**src/rtl/burst_job_scheduler.sv**
```systemverilog
// Descriptor-queue controller: CPU stages and pushes burst jobs, the FSM replays
// each one into the DMA engine's CSR slave, polls DONE, clears it and counts completions.
module burst_job_scheduler #(
    parameter int QUEUE_DEPTH = 8,
    parameter int LEN_ALIGN   = 1024,
    parameter int POLL_GAP    = 16
) (
    input  logic        clk,
    input  logic        reset,
    input  logic        avs_write,
    input  logic        avs_read,
    input  logic [2:0]  avs_address,
    input  logic [31:0] avs_writedata,
    output logic [31:0] avs_readdata,
    output logic [2:0]  cm_address,
    output logic        cm_write,
    output logic        cm_read,
    output logic [31:0] cm_writedata,
    input  logic [31:0] cm_readdata,
    input  logic        cm_waitrequest,
    output logic        irq
);
    localparam int PTR_W = $clog2(QUEUE_DEPTH);
    localparam int CNT_W = PTR_W + 1;
    localparam int GAP_W = $clog2(POLL_GAP + 1);
    localparam logic [CNT_W-1:0] FULL_CNT = CNT_W'(QUEUE_DEPTH);
    localparam logic [CNT_W-1:0] CNT_ZERO = CNT_W'(0);
    localparam logic [CNT_W-1:0] CNT_ONE  = CNT_W'(1);
    localparam logic [PTR_W-1:0] PTR_ONE  = PTR_W'(1);
    localparam logic [GAP_W-1:0] GAP_LOAD = GAP_W'(POLL_GAP);
    localparam logic [GAP_W-1:0] GAP_ONE  = GAP_W'(1);
    localparam logic [31:0]      ALIGN_W  = 32'(LEN_ALIGN);

    typedef enum logic [3:0] {
        ST_IDLE, ST_WR_SRC, ST_WR_DST, ST_WR_LEN, ST_WR_COEFF,
        ST_WR_START, ST_GAP, ST_POLL, ST_CLR_DONE
    } state_t;

    function automatic logic len_ok(input logic [31:0] len);
        return (len != 32'd0) && ((len % ALIGN_W) == 32'd0);
    endfunction

    logic [31:0] src_r, dst_r, len_r, coeff_r, done_cnt_r;
    logic        enable_r, irq_en_r, overflow_r, len_err_r, irq_r;
    logic [31:0] q_src_r [QUEUE_DEPTH];
    logic [31:0] q_dst_r [QUEUE_DEPTH];
    logic [31:0] q_len_r [QUEUE_DEPTH];
    logic [31:0] q_coeff_r [QUEUE_DEPTH];
    logic [PTR_W-1:0] wr_ptr_r, rd_ptr_r;
    logic [CNT_W-1:0] count_r;
    logic [31:0] act_dst_r, act_len_r, act_coeff_r;
    state_t      state_r, state_next_s;
    logic [GAP_W-1:0] gap_cnt_r, gap_cnt_next_s;
    logic        cm_write_r, cm_read_r, cm_write_next_s, cm_read_next_s;
    logic [2:0]  cm_address_r, cm_address_next_s;
    logic [31:0] cm_writedata_r, cm_writedata_next_s;
    logic        push_req_s, push_ok_s, len_bad_s, full_s, clr_s, pop_s, complete_s;
    logic        unused_ok_s;

    assign unused_ok_s  = ^{avs_read, cm_readdata[31:1]};
    assign cm_write     = cm_write_r;
    assign cm_read      = cm_read_r;
    assign cm_address   = cm_address_r;
    assign cm_writedata = cm_writedata_r;
    assign irq          = irq_r;

    // CPU write decode; a push that meets a full queue is rejected even if a pop coincides
    always_comb begin
        push_req_s = avs_write && (avs_address == 3'd4);
        len_bad_s  = push_req_s && !len_ok(len_r);
        full_s     = (count_r == FULL_CNT);
        push_ok_s  = push_req_s && len_ok(len_r) && !full_s;
        clr_s      = avs_write && (avs_address == 3'd6);
    end

    // CPU read mux, zero wait state
    always_comb begin
        case (avs_address)
            3'd0:    avs_readdata = src_r;
            3'd1:    avs_readdata = dst_r;
            3'd2:    avs_readdata = len_r;
            3'd3:    avs_readdata = coeff_r;
            3'd5:    avs_readdata = {21'd0, len_err_r, overflow_r, (state_r != ST_IDLE), 8'(count_r)};
            3'd6:    avs_readdata = done_cnt_r;
            3'd7:    avs_readdata = {30'd0, irq_en_r, enable_r};
            default: avs_readdata = 32'd0;
        endcase
    end

    // CSR staging, control, sticky flags, completion count and interrupt
    always_ff @(posedge clk) begin
        if (reset) begin
            src_r      <= 32'd0;
            dst_r      <= 32'd0;
            len_r      <= 32'd0;
            coeff_r    <= 32'd1;
            enable_r   <= 1'b0;
            irq_en_r   <= 1'b0;
            overflow_r <= 1'b0;
            len_err_r  <= 1'b0;
            done_cnt_r <= 32'd0;
            irq_r      <= 1'b0;
        end else begin
            if (avs_write) begin
                case (avs_address)
                    3'd0:    src_r   <= avs_writedata;
                    3'd1:    dst_r   <= avs_writedata;
                    3'd2:    len_r   <= avs_writedata;
                    3'd3:    coeff_r <= avs_writedata;
                    3'd7: begin
                        enable_r <= avs_writedata[0];
                        irq_en_r <= avs_writedata[1];
                    end
                    default: ;
                endcase
            end
            if (len_bad_s)                          len_err_r  <= 1'b1;
            else if (clr_s)                         len_err_r  <= 1'b0;
            if (push_req_s && !len_bad_s && full_s) overflow_r <= 1'b1;
            else if (clr_s)                         overflow_r <= 1'b0;
            if (complete_s)                         done_cnt_r <= done_cnt_r + 32'd1;
            // a completion in the same cycle as the clear keeps irq asserted
            if (complete_s && irq_en_r)             irq_r      <= 1'b1;
            else if (clr_s)                         irq_r      <= 1'b0;
        end
    end

    // Descriptor storage; contents are only meaningful behind the pointers
    always_ff @(posedge clk) begin
        if (push_ok_s) begin
            q_src_r[wr_ptr_r]   <= src_r;
            q_dst_r[wr_ptr_r]   <= dst_r;
            q_len_r[wr_ptr_r]   <= len_r;
            q_coeff_r[wr_ptr_r] <= coeff_r;
        end
    end

    // Queue pointers and occupancy
    always_ff @(posedge clk) begin
        if (reset) begin
            wr_ptr_r <= '0;
            rd_ptr_r <= '0;
            count_r  <= CNT_ZERO;
        end else begin
            if (push_ok_s) wr_ptr_r <= wr_ptr_r + PTR_ONE;
            if (pop_s)     rd_ptr_r <= rd_ptr_r + PTR_ONE;
            case ({push_ok_s, pop_s})
                2'b10:   count_r <= count_r + CNT_ONE;
                2'b01:   count_r <= count_r - CNT_ONE;
                default: count_r <= count_r;
            endcase
        end
    end

    // Sequencer next state; engine bus outputs are computed here and registered below
    always_comb begin
        state_next_s        = state_r;
        gap_cnt_next_s      = gap_cnt_r;
        pop_s               = 1'b0;
        complete_s          = 1'b0;
        cm_write_next_s     = 1'b0;
        cm_read_next_s      = 1'b0;
        cm_address_next_s   = cm_address_r;
        cm_writedata_next_s = cm_writedata_r;
        case (state_r)
            ST_IDLE: begin
                if (enable_r && (count_r != CNT_ZERO)) begin
                    pop_s               = 1'b1;
                    state_next_s        = ST_WR_SRC;
                    cm_write_next_s     = 1'b1;
                    cm_address_next_s   = 3'd2;
                    cm_writedata_next_s = q_src_r[rd_ptr_r];
                end else begin
                    state_next_s = ST_IDLE;
                end
            end
            ST_WR_SRC: begin
                if (!cm_waitrequest) begin
                    state_next_s        = ST_WR_DST;
                    cm_write_next_s     = 1'b1;
                    cm_address_next_s   = 3'd3;
                    cm_writedata_next_s = act_dst_r;
                end else begin
                    cm_write_next_s = 1'b1;
                end
            end
            ST_WR_DST: begin
                if (!cm_waitrequest) begin
                    state_next_s        = ST_WR_LEN;
                    cm_write_next_s     = 1'b1;
                    cm_address_next_s   = 3'd4;
                    cm_writedata_next_s = act_len_r;
                end else begin
                    cm_write_next_s = 1'b1;
                end
            end
            ST_WR_LEN: begin
                if (!cm_waitrequest) begin
                    state_next_s        = ST_WR_COEFF;
                    cm_write_next_s     = 1'b1;
                    cm_address_next_s   = 3'd5;
                    cm_writedata_next_s = act_coeff_r;
                end else begin
                    cm_write_next_s = 1'b1;
                end
            end
            ST_WR_COEFF: begin
                if (!cm_waitrequest) begin
                    state_next_s        = ST_WR_START;
                    cm_write_next_s     = 1'b1;
                    cm_address_next_s   = 3'd0;
                    cm_writedata_next_s = 32'd1;
                end else begin
                    cm_write_next_s = 1'b1;
                end
            end
            ST_WR_START: begin
                if (!cm_waitrequest) begin
                    state_next_s   = ST_GAP;
                    gap_cnt_next_s = GAP_LOAD;
                end else begin
                    cm_write_next_s = 1'b1;
                end
            end
            ST_GAP: begin
                // counter walks POLL_GAP..1, so the bus stays idle for POLL_GAP cycles
                if (gap_cnt_r <= GAP_ONE) begin
                    state_next_s      = ST_POLL;
                    cm_read_next_s    = 1'b1;
                    cm_address_next_s = 3'd1;
                end else begin
                    gap_cnt_next_s = gap_cnt_r - GAP_ONE;
                end
            end
            ST_POLL: begin
                if (!cm_waitrequest) begin
                    if (cm_readdata[0]) begin
                        state_next_s        = ST_CLR_DONE;
                        cm_write_next_s     = 1'b1;
                        cm_address_next_s   = 3'd1;
                        cm_writedata_next_s = 32'd1;
                    end else begin
                        state_next_s   = ST_GAP;
                        gap_cnt_next_s = GAP_LOAD;
                    end
                end else begin
                    cm_read_next_s = 1'b1;
                end
            end
            ST_CLR_DONE: begin
                if (!cm_waitrequest) begin
                    complete_s   = 1'b1;
                    state_next_s = ST_IDLE;
                end else begin
                    cm_write_next_s = 1'b1;
                end
            end
            default: state_next_s = ST_IDLE;
        endcase
    end

    // Sequencer state, active descriptor copy and registered engine bus
    always_ff @(posedge clk) begin
        if (reset) begin
            state_r        <= ST_IDLE;
            gap_cnt_r      <= '0;
            act_dst_r      <= 32'd0;
            act_len_r      <= 32'd0;
            act_coeff_r    <= 32'd0;
            cm_write_r     <= 1'b0;
            cm_read_r      <= 1'b0;
            cm_address_r   <= 3'd0;
            cm_writedata_r <= 32'd0;
        end else begin
            state_r        <= state_next_s;
            gap_cnt_r      <= gap_cnt_next_s;
            cm_write_r     <= cm_write_next_s;
            cm_read_r      <= cm_read_next_s;
            cm_address_r   <= cm_address_next_s;
            cm_writedata_r <= cm_writedata_next_s;
            if (pop_s) begin
                act_dst_r   <= q_dst_r[rd_ptr_r];
                act_len_r   <= q_len_r[rd_ptr_r];
                act_coeff_r <= q_coeff_r[rd_ptr_r];
            end
        end
    end
endmodule
```
**config.mk**
```make
export PLATFORM = sky130hd
export DESIGN_NAME = burst_job_scheduler
export DESIGN_NICKNAME = d
export VERILOG_FILES = /design/src/rtl/burst_job_scheduler.sv
export SDC_FILE = /design/constraint.sdc
export NUM_CORES = 1
export LEC_CHECK = 0
export CAP_MARGIN = 20
export CORE_MARGIN = 2
export CORE_UTILIZATION = 35
export DETAILED_ROUTE_END_ITERATION = 10
export GPL_TIMING_DRIVEN = 1
export PLACE_DENSITY_LB_ADDON = 0.3
export SETUP_SLACK_MARGIN = 0.2
export SYNTH_ARGS = -nofsm -noshare
export SYNTH_HDL_FRONTEND = slang
export SYNTH_SLANG_ARGS = --single-unit
```
**constraint.sdc**
```tcl
create_clock -name clk -period 12.45 [get_ports clk]
set_input_delay 1.245 -clock clk [delete_from_list [all_inputs] [get_ports clk]]
set_output_delay 1.245 -clock clk [all_outputs]
set_load 0.005 [all_outputs]
```
==> impl_metrics.tcl, run 1 <==
set metrics [dict create \
    status "finished clean" \
    dpl.cell_count 5126 \
    crit_path_top_delay_cell "nor2_4" \
    final_nets 3414 \
    cts_max_path_buffers 3 \
    worst_ep_arrival_time_ns 4.74 \
    gr-total-overflow 0 \
    routed_wl_um 135900 \
    holdBufCountCts 0 \
    synth_edf_count 1024 \
    syn2layout_area_growth_pct 14.52 \
    powerDensity_nw_per_um2 150.3 \
    fin_setup_tns_ns 0 \
    dieArea_um2 151600 \
    synth_area_per_cell_um2 15.98 \
    rsz0062_at_grt "false" \
    synth_warnings 0 \
    drive_gt1_share_pct 15.47 \
    fin_hold_ws_ns 0.4765 \
    clkLatencyLatePin_ns 0.75 \
    relSlewSlack_pct 22.20 \
    antenna_found_initial 12 \
    hold_path.class "flip-flop to flip-flop" \
    synthesis.instances 3253 \
    slowest_delay_ns 0.87 \
    rows 141 \
    clock.fmax_mhz 167.2 \
    mostFrequentLayoutCell "edfxtp_1" \
    yosysSeqAreaShare_pct 71.48 \
    grt_pass1_vias 29003 \
    path_clk_slew_ns 0.06 \
    endpoint_kind "output port" \
    vias 29631 \
    gp_congestion 0.8233 \
    clkSinkCount 1344 \
    final_util_pct 40.31 \
    grt_util_all_layers_pct 17.78 \
    final_cell_count_no_fill 5377 \
    drtAntennaViolNets 0 \
    io_buffers 109 \
    die_y_um 389.4 \
    h-tree-depth 4 \
    critPathRequiredTime_ns 11.20 \
    grt_max_degree 198 \
    hold_viol_final 0 \
    ios 142 \
    cts_tree "done" \
    yosysTopAreaCell "edfxtp_1" \
    drtPass1Iterations 5 \
    cap_violations 0 \
    irDropWorstVdd_mv 0.1119 \
    wl_per_cell_um 25.27 \
    synth_top_area_share_pct 59.16 \
    drt-initial-drc-count 2790 \
    cts-resized-gates 0 \
    cts_made_buffers 135 \
    worst_pin_slew_ns 1.167 \
    fillers 13371 \
    syn_area_um2 51980 \
    ys.flop_type "edfxtp_1" \
    fin_crit_sh_pct 48.04 \
    start_kind "input pin" \
    postSynth.asyncResetShare_pct 0 \
    crit_chain "buf_2, buf_4, inv_1, nor2_4, a22oi_1, o22ai_1, clkdlybuf4s50_1" \
    leakagePower_nw 17.55 \
    worstPathMaxFanout 46 \
    die_w_um 389.4 \
    min_period_ns 5.981 \
    synthDistinctLibCells 73 \
    cts_setup_buffers 0 \
    grt_pass1_wl_um 198000 \
    finClkSkew_ns 0.02340 \
    place_hpwl_um 74770 \
    synth.net_count 3333 \
    yosys-top-cells-area "edfxtp_1, dfxtp_1, mux4_2" \
    core_um2 147700 \
    report.final.slew_viol_count 0 \
    final_cell_mix "edfxtp_1, dfxtp_1, nand2_1, mux2i_1, mux4_2" \
    ys_ff_latch 1344 \
    cts-root-buf "clkbuf_16" \
    viasPerCell 5.511 \
    setup_viol 0 \
    drc 0 \
    initial_core_util_pct 35.20 \
    critical_path_class "input pin to output port" \
]
path summary, 6_finish.rpt:
kind / depth (start not counted) / endpoint / slack, ns / startpoint
worst max-delay path: 7 / avs_readdata[16] / 6.47 / avs_address[1]
worst min-delay path: 2 / cm_address[2] / 0.48 / cm_address[2]
worst max register to register: 7 / q_coeff_r[4][25] / 8.11 / len_r[0]
worst min register to register: 2 / cm_address[2] / 0.48 / cm_address[2]
final cells by class:
| type | count | area, um2 | share of cell area [%] |
|---|---|---|---|
| clock inverter | 60 | 506.7 | 0.8513 |
| timing repair buffer | 171 | 1619 | 2.720 |
| inverter | 7 | 26.28 | 0.04414 |
| sequential | 1344 | 37170 | 62.45 |
| multi-input combinational | 1675 | 13980 | 23.48 |
| clock buffer | 189 | 3807 | 6.396 |
| tap | 1930 | 2415 | 4.057 |
| antenna | 1 | 2.502 | 0.004204 |
power by group:
part | internal, mW | switching (mW)
registers | 4.80 | 0.0298
logic | 0.0494 | 0.103
clock network | 2.27 | 1.70
logic make-up after synthesis:
logic type	count (synthesis)	share of synthesized area (%)
simple gates	617	5.199
compound gates	559	7.163
buf+inv	234	1.856
fa+ha+maj	8	0.1926
xor+xnor	27	0.4549
flops	1344	71.48
mux	464	13.66
registers in the layout, summed over array words and instances (netlist names), 5 cells and up, named ones only:
| register | flops |
|---|---|
| coeff_r | 32 |
| cm_writedata | 32 |
| len_r | 32 |
| q_src_r | 256 |
| dst_r | 32 |
| act_len_r | 32 |
| act_dst_r | 32 |
| act_coeff_r | 32 |
| q_len_r | 256 |
| gap_cnt_r | 5 |
| done_cnt_r | 32 |
| q_dst_r | 256 |
| src_r | 32 |
| q_coeff_r | 256 |
stage by stage:
| step | instance area (um2) | setup slack [ns] | total power, mW |
|---|---|---|---|
| 6_report | 59530 | 6.469 | 8.947 |
| 5_1_grt | 59530 | 6.447 | 9.218 |
| 4_1_cts | 59500 | 6.673 | 9.026 |
| 3_5_place_dp | 55180 | 6.682 | 5.076 |
| 3_3_place_gp | 55180 | 6.713 | 5.073 |
| 2_1_floorplan | 51990 | 0.5382 | 4.997 |
worst max-delay path: cells and delay by family:
kind                   cells  cell delay (ns)
AND/OR/NAND/NOR            1             0.87
AO/OA/AOI/OAI              2             0.94
buffers and inverters      4             1.63
Yosys cell counts (41+ instances only):
cell type,number
buf_2,53
a211oi_1,102
nor2_1,194
a22oi_1,58
clkbuf_1,159
a21oi_1,162
mux2_2,41
mux4_2,192
nand2_1,288
mux2i_1,231
o21ai_0,52
dfxtp_1,320
o22ai_1,89
edfxtp_1,1024
metal layers:
| layer | GRT usage, % | share of wire, % |
|---|---|---|
| met3 | 3.858 | 7.9 |
| met5 | 0 | 0.084 |
| met4 | 5.708 | 2.7 |
| met1 | 25.13 | 44 |
| met2 | 27.32 | 45 |
(Power assumes the default switching activity.)
==> run 2: changes to the inputs <==
==> constraint.sdc (replaced) <==
create_clock -name clk -period 6 [get_ports clk]
set_input_delay 0.6 -clock clk [delete_from_list [all_inputs] [get_ports clk]]
set_output_delay 0.6 -clock clk [all_outputs]
set_load 0.005 [all_outputs]
==> run 2 against run 1 <==
Register-to-register slack got worse by 5.9 ns. Highest routed layer unchanged. Sequential share of layout area decreased by 0.087 points. Flip-flop and latch count unchanged. Largest power group unchanged. Combinational power increased by 100%. Clock power increased by 110%. Cell count decreased by 0.37%. Via count decreased by 1.2%. Worst setup slack got worse by 4.7 ns. Wire length decreased by 1.6%. Global-route usage decreased by 0.32 points.
==> impl_metrics.tcl, run 2 (synthesis results as in run 1) <==
set metrics [dict create \
    p_int_mw 14.98 \
    io_buffers 109 \
    hold_viol_final 0 \
    status "finished clean" \
    cts-root-buf "clkbuf_16" \
    timing.rr.end "q_coeff_r[1][22]" \
    cts-resized-gates 0 \
    cts_setup_buffers 0 \
    endpoint_kind "output port" \
    core_um2 147700 \
    cap_violations 0 \
    whs_path_depth 2 \
    drc 0 \
    grt_pass1_vias 28582 \
    path_clk_slew_ns 0.06 \
    viasPerCell 5.462 \
    relSlewSlack_pct 26.68 \
    hold_path.class "input pin to flip-flop" \
    cts_max_path_buffers 3 \
    drt-initial-drc-count 2936 \
    vias 29262 \
    fillers 13316 \
    dieArea_um2 151600 \
    final_cell_mix "edfxtp_1, dfxtp_1, nand2_1, mux2i_1, mux4_2" \
    start_kind "input pin" \
    min_period_ns 4.270 \
    clkSinkCount 1344 \
    final_nets 3400 \
    cts_made_buffers 132 \
    critical_path_class "input pin to output port" \
    worst_ep_arrival_time_ns 3.67 \
    rr_startpoint "len_r[10]" \
    h-tree-depth 4 \
    finClkSkew_ns 0.03039 \
    drtPass1Iterations 6 \
    syn2layout_area_growth_pct 14.68 \
    drtAntennaViolNets 0 \
    grt_util_all_layers_pct 17.46 \
    cp-endpoint "avs_readdata[16]" \
    worstSetupStartpoint "avs_address[1]" \
    power_frac_seq_pct 53.6 \
    setup_viol 0 \
    rsz0062_at_grt "false" \
    place_hpwl_um 74500 \
    worst_pin_slew_ns 1.096 \
    leakagePower_nw 17.55 \
    worstPathMaxFanout 28 \
    grt_max_degree 136 \
    report.final.slew_viol_count 0 \
    rows 141 \
    cts_tree "done" \
    reg2reg_depth 5 \
    clockPowerShare_pct 44.8 \
    p_switching_mw 3.727 \
    design_area_um2 59610 \
    die_y_um 389.4 \
    dpl.cell_count 5116 \
    initial_core_util_pct 35.20 \
    switching_share_pct 19.93 \
    grt_pass1_wl_um 195900 \
    antenna_found_initial 9 \
    drive_gt1_share_pct 15.15 \
    final_cell_count_no_fill 5357 \
    ios 142 \
    powerDensity_nw_per_um2 313.8 \
    clock.fmax_mhz 234.2 \
    routed_wl_um 133700 \
    holdBufCountCts 0 \
    critPathRequiredTime_ns 5.40 \
    irDropWorstVdd_mv 0.2040 \
    comb_power_share_pct 1.6 \
    die_w_um 389.4 \
    wl_per_cell_um 24.96 \
    gp_congestion 0.8394 \
    dpl_cell_area_um2 55250 \
    reg2reg_slack_ns 2.20 \
    clkLatencyLatePin_ns 0.74 \
    hp-start "reset" \
    fin_crit_sh_pct 71.17 \
    mostFrequentLayoutCell "edfxtp_1" \
    gr-total-overflow 0 \
]
## run 2: cell count changes in the layout (fill, tap and decap cells not counted), sizes merged
cell / delta
bufinv: +6
clkinvlp: -3
inv: -4
clkinv: -2
buf: -11
clkbuf: -6
## run 2: routing by layer
metal,up-vias,wire (um),GRT usage [%]
met2,967,61430,27.30
met5,-,100,0
met1,15149,60380,25.05
met3,197,9215,3.271
met4,12,2610,4.503
li1,12937,-,-
## run 2: per-stage QoR
step	setup TNS [ns]	hold WS (ns)	power (mW)	util (%)	setup slack, ns
finish	0	0.4260	18.70	40.37	1.730
global route	0	0.4382	19.24	40.37	1.597
CTS	0	0.4145	18.85	40.37	1.910
detailed placement	0	0.4768	10.53	37.41	1.806
global placement	0	0.4783	10.52	37.40	1.855
floorplan	-651.84	0.4556	10.37	-	-1.339
## run 2: area by class of cell
type / instances / area, um2 / area share [%]
clock inverter: 57 / 585.6 / 0.9823
multi-input combinational: 1675 / 13990 / 23.47
antenna: 1 / 2.502 / 0.004198
tap: 1930 / 2415 / 4.051
sequential: 1344 / 37170 / 62.36
clock buffer: 183 / 3775 / 6.333
inverter: 7 / 26.28 / 0.04408
timing repair buffer: 160 / 1642 / 2.754
## run 2: worst min path at each step
stage,end,slack [ns]
6_report,coeff_r[28],0.43
4_1_cts,coeff_r[24],0.41
5_1_grt,coeff_r[25],0.44
3_5_place_dp,cm_address[0],0.48
3_3_place_gp,cm_address[2],0.48
2_1_floorplan,overflow_r,0.46
## run 2: critical path: stages
cell and delay (ns):
buf_2 0.44, inv_1 0.22, nor2_4 0.80, a22oi_1 0.21
o22ai_1 0.67, clkdlybuf4s50_1 0.67
## run 2: power by group through the flow
stage / registers, mW / clock network [mW] / logic (mW)
3_5_place_dp: 10.2 / 0 / 0.303
3_3_place_gp: 10.2 / 0 / 0.300
6_report: 10.0 / 8.37 / 0.308
2_1_floorplan: 10.2 / 0 / 0.168
5_1_grt: 10.0 / 8.89 / 0.327
4_1_cts: 10.0 / 8.52 / 0.304
==> run 3: changes to the inputs <==
==> constraint.sdc (replaced) <==
create_clock -name clk -period 3.6 [get_ports clk]
set_input_delay 0.36 -clock clk [delete_from_list [all_inputs] [get_ports clk]]
set_output_delay 0.36 -clock clk [all_outputs]
set_load 0.005 [all_outputs]
==> run 3 against run 2 <==
Die area did not move. Non-clock buffer count grew 92. Critical path depth grew 2. Utilization is 0.69 points higher. Flip-flop and latch count did not move. Count of clock-buffer cells in the layout shrank 7. Power rose by 65%. Highest routed layer unchanged. Global-route usage grew 0.21 points. Sequential share of layout area fell by 1.1 points.
==> impl_metrics.tcl, run 3 (synthesis results as in run 1) <==
set metrics [dict create \
    status "finished clean" \
    syn2layout_area_growth_pct 16.65 \
    hold_viol_final 0 \
    rows 141 \
    cts_made_buffers 134 \
    drive_gt1_share_pct 17.49 \
    start_kind "flip-flop" \
    critPathRequiredTime_ns 4.06 \
    place_hpwl_um 81000 \
    cts_max_path_buffers 3 \
    report.final.slew_viol_count 0 \
    rsz0062_at_grt "false" \
    min_period_ns 3.235 \
    drc 0 \
    clkLatencyLatePin_ns 0.77 \
    gr-total-overflow 0 \
    die_w_um 389.4 \
    h-tree-depth 4 \
    slowest_delay_ns 0.57 \
    fin_hold_ws_ns 0.1423 \
    drtAntennaViolNets 0 \
    final_cell_count_no_fill 5460 \
    critPathBufInv 3 \
    clkSinkCount 1344 \
    dpl.cell_count 5208 \
    initial_core_util_pct 35.20 \
    setup_viol 0 \
    holdBufCountCts 0 \
    gp_congestion 0.8385 \
    fin_crit_sh_pct 89.86 \
    core_um2 147700 \
    wl_per_cell_um 24.67 \
    dieArea_um2 151600 \
    viasPerCell 5.408 \
    cts_tree "done" \
    antenna_found_initial 5 \
    relSlewSlack_pct 28.02 \
    die_y_um 389.4 \
    final_cell_mix "edfxtp_1, dfxtp_1, nand2_1, mux2i_1, mux4_2" \
    grt_pass1_wl_um 198300 \
    hold_path.class "input pin to flip-flop" \
    grt_util_all_layers_pct 17.68 \
    final_nets 3494 \
    finClkSkew_ns 0.02802 \
    crit_path_top_delay_cell "or4_4" \
    cts-root-buf "clkbuf_16" \
    io_buffers 109 \
    cap_violations 0 \
    clock.fmax_mhz 309.1 \
    path_clk_slew_ns 0.06 \
    worst_ep_arrival_time_ns 3.69 \
    leakagePower_nw 18.05 \
    powerDensity_nw_per_um2 509.1 \
    routed_wl_um 134700 \
    irDropWorstVdd_mv 0.3674 \
    ios 142 \
    grt_max_degree 197 \
    crit_path_frequent_cell "buf_4" \
    worst_pin_slew_ns 1.080 \
    drtPass1Iterations 6 \
    worstPathMaxFanout 22 \
    cts_setup_buffers 0 \
    mostFrequentLayoutCell "edfxtp_1" \
    drt-initial-drc-count 2744 \
    crit_chain "or4_4, nor4_4, o211ai_2, buf_4, or2_4, nor3_4, buf_12, buf_4" \
    vias 29525 \
    cp_top_family "simple AND/OR/NAND/NOR gates" \
    endpoint_kind "flip-flop" \
    grt_pass1_vias 29168 \
    critical_path_class "flip-flop to flip-flop" \
]
## run 3: changes by cell type in the layout (fill, tap and decap cells not counted), moves of 3 or more
cell	change
bufinv_16	-5
clkinv_4	+3
clkinv_8	+6
clkbuf_16	-6
inv_6	+4
clkinv_2	+4
buf_12	+33
buf_4	+59
clkbuf_8	-3
## run 3: final timing paths
check / start / end / slack [ns] / cells past startpoint
max: len_r[0] / q_dst_r[0][25] / 0.36 / 8
max reg2reg: len_r[0] / q_dst_r[0][25] / 0.36 / 8
min: reset / done_cnt_r[26] / 0.14 / 2
min reg2reg: cm_address[0] / cm_address[0] / 0.49 / 2
## run 3: where the power goes
part	switching [mW]	internal [mW]
Combinational	0.360	0.195
Sequential	0.103	16.6
Clock	5.98	7.63
## run 3: stage by stage
step | setup slack [ns] | setup TNS [ns] | util [%] | cell area [um2] | total power [mW]
2_1_floorplan | -1.804 | -1384.24 | - | 52070 | 17.28
3_3_place_gp | 0.2753 | 0 | 38.16 | 56350 | 17.58
3_5_place_dp | 0.2884 | 0 | 38.16 | 56350 | 17.59
4_1_cts | 0.3793 | 0 | 41.06 | 60630 | 31.17
5_1_grt | 0.2557 | 0 | 41.06 | 60630 | 31.82
6_report | 0.3649 | 0 | 41.06 | 60640 | 30.87
## run 3: worst register-to-register path: cells and delay by family (launching register included)
family                 cells  cell delay (ns)
AOI/OAI and AO/OA          1             0.18
buffers and inverters      3             0.73
DFF                        1             0.38
and+or+nand+nor            4             1.64
## run 3: per-layer routing
layer / GRT usage (%) / routed length, um
met2: 28.07 / 63400
met4: 5.201 / 2933
met3: 3.467 / 9573
met5: 0 / 28
met1: 24.61 / 58750
## run 3: cell type report
| cell class | instances | area (um2) |
|---|---|---|
| Timing Repair Buffer | 252 | 2745 |
| Clock buffer | 176 | 3591 |
| Sequential cell | 1344 | 37180 |
| Clock inverter | 73 | 684.4 |
| Inverter | 7 | 26.28 |
| Antenna cell | 3 | 7.507 |
| Fill cell | 13216 | 87030 |
| Multi-Input combinational cell | 1675 | 13990 |
| Tap cell | 1930 | 2415 |
## run 3: repair_timing
item                                    4_1_cts  5_1_grt
hold endpoints to repair                      0        0
endpoints found under the setup margin        0        1
resized for setup                             0        1
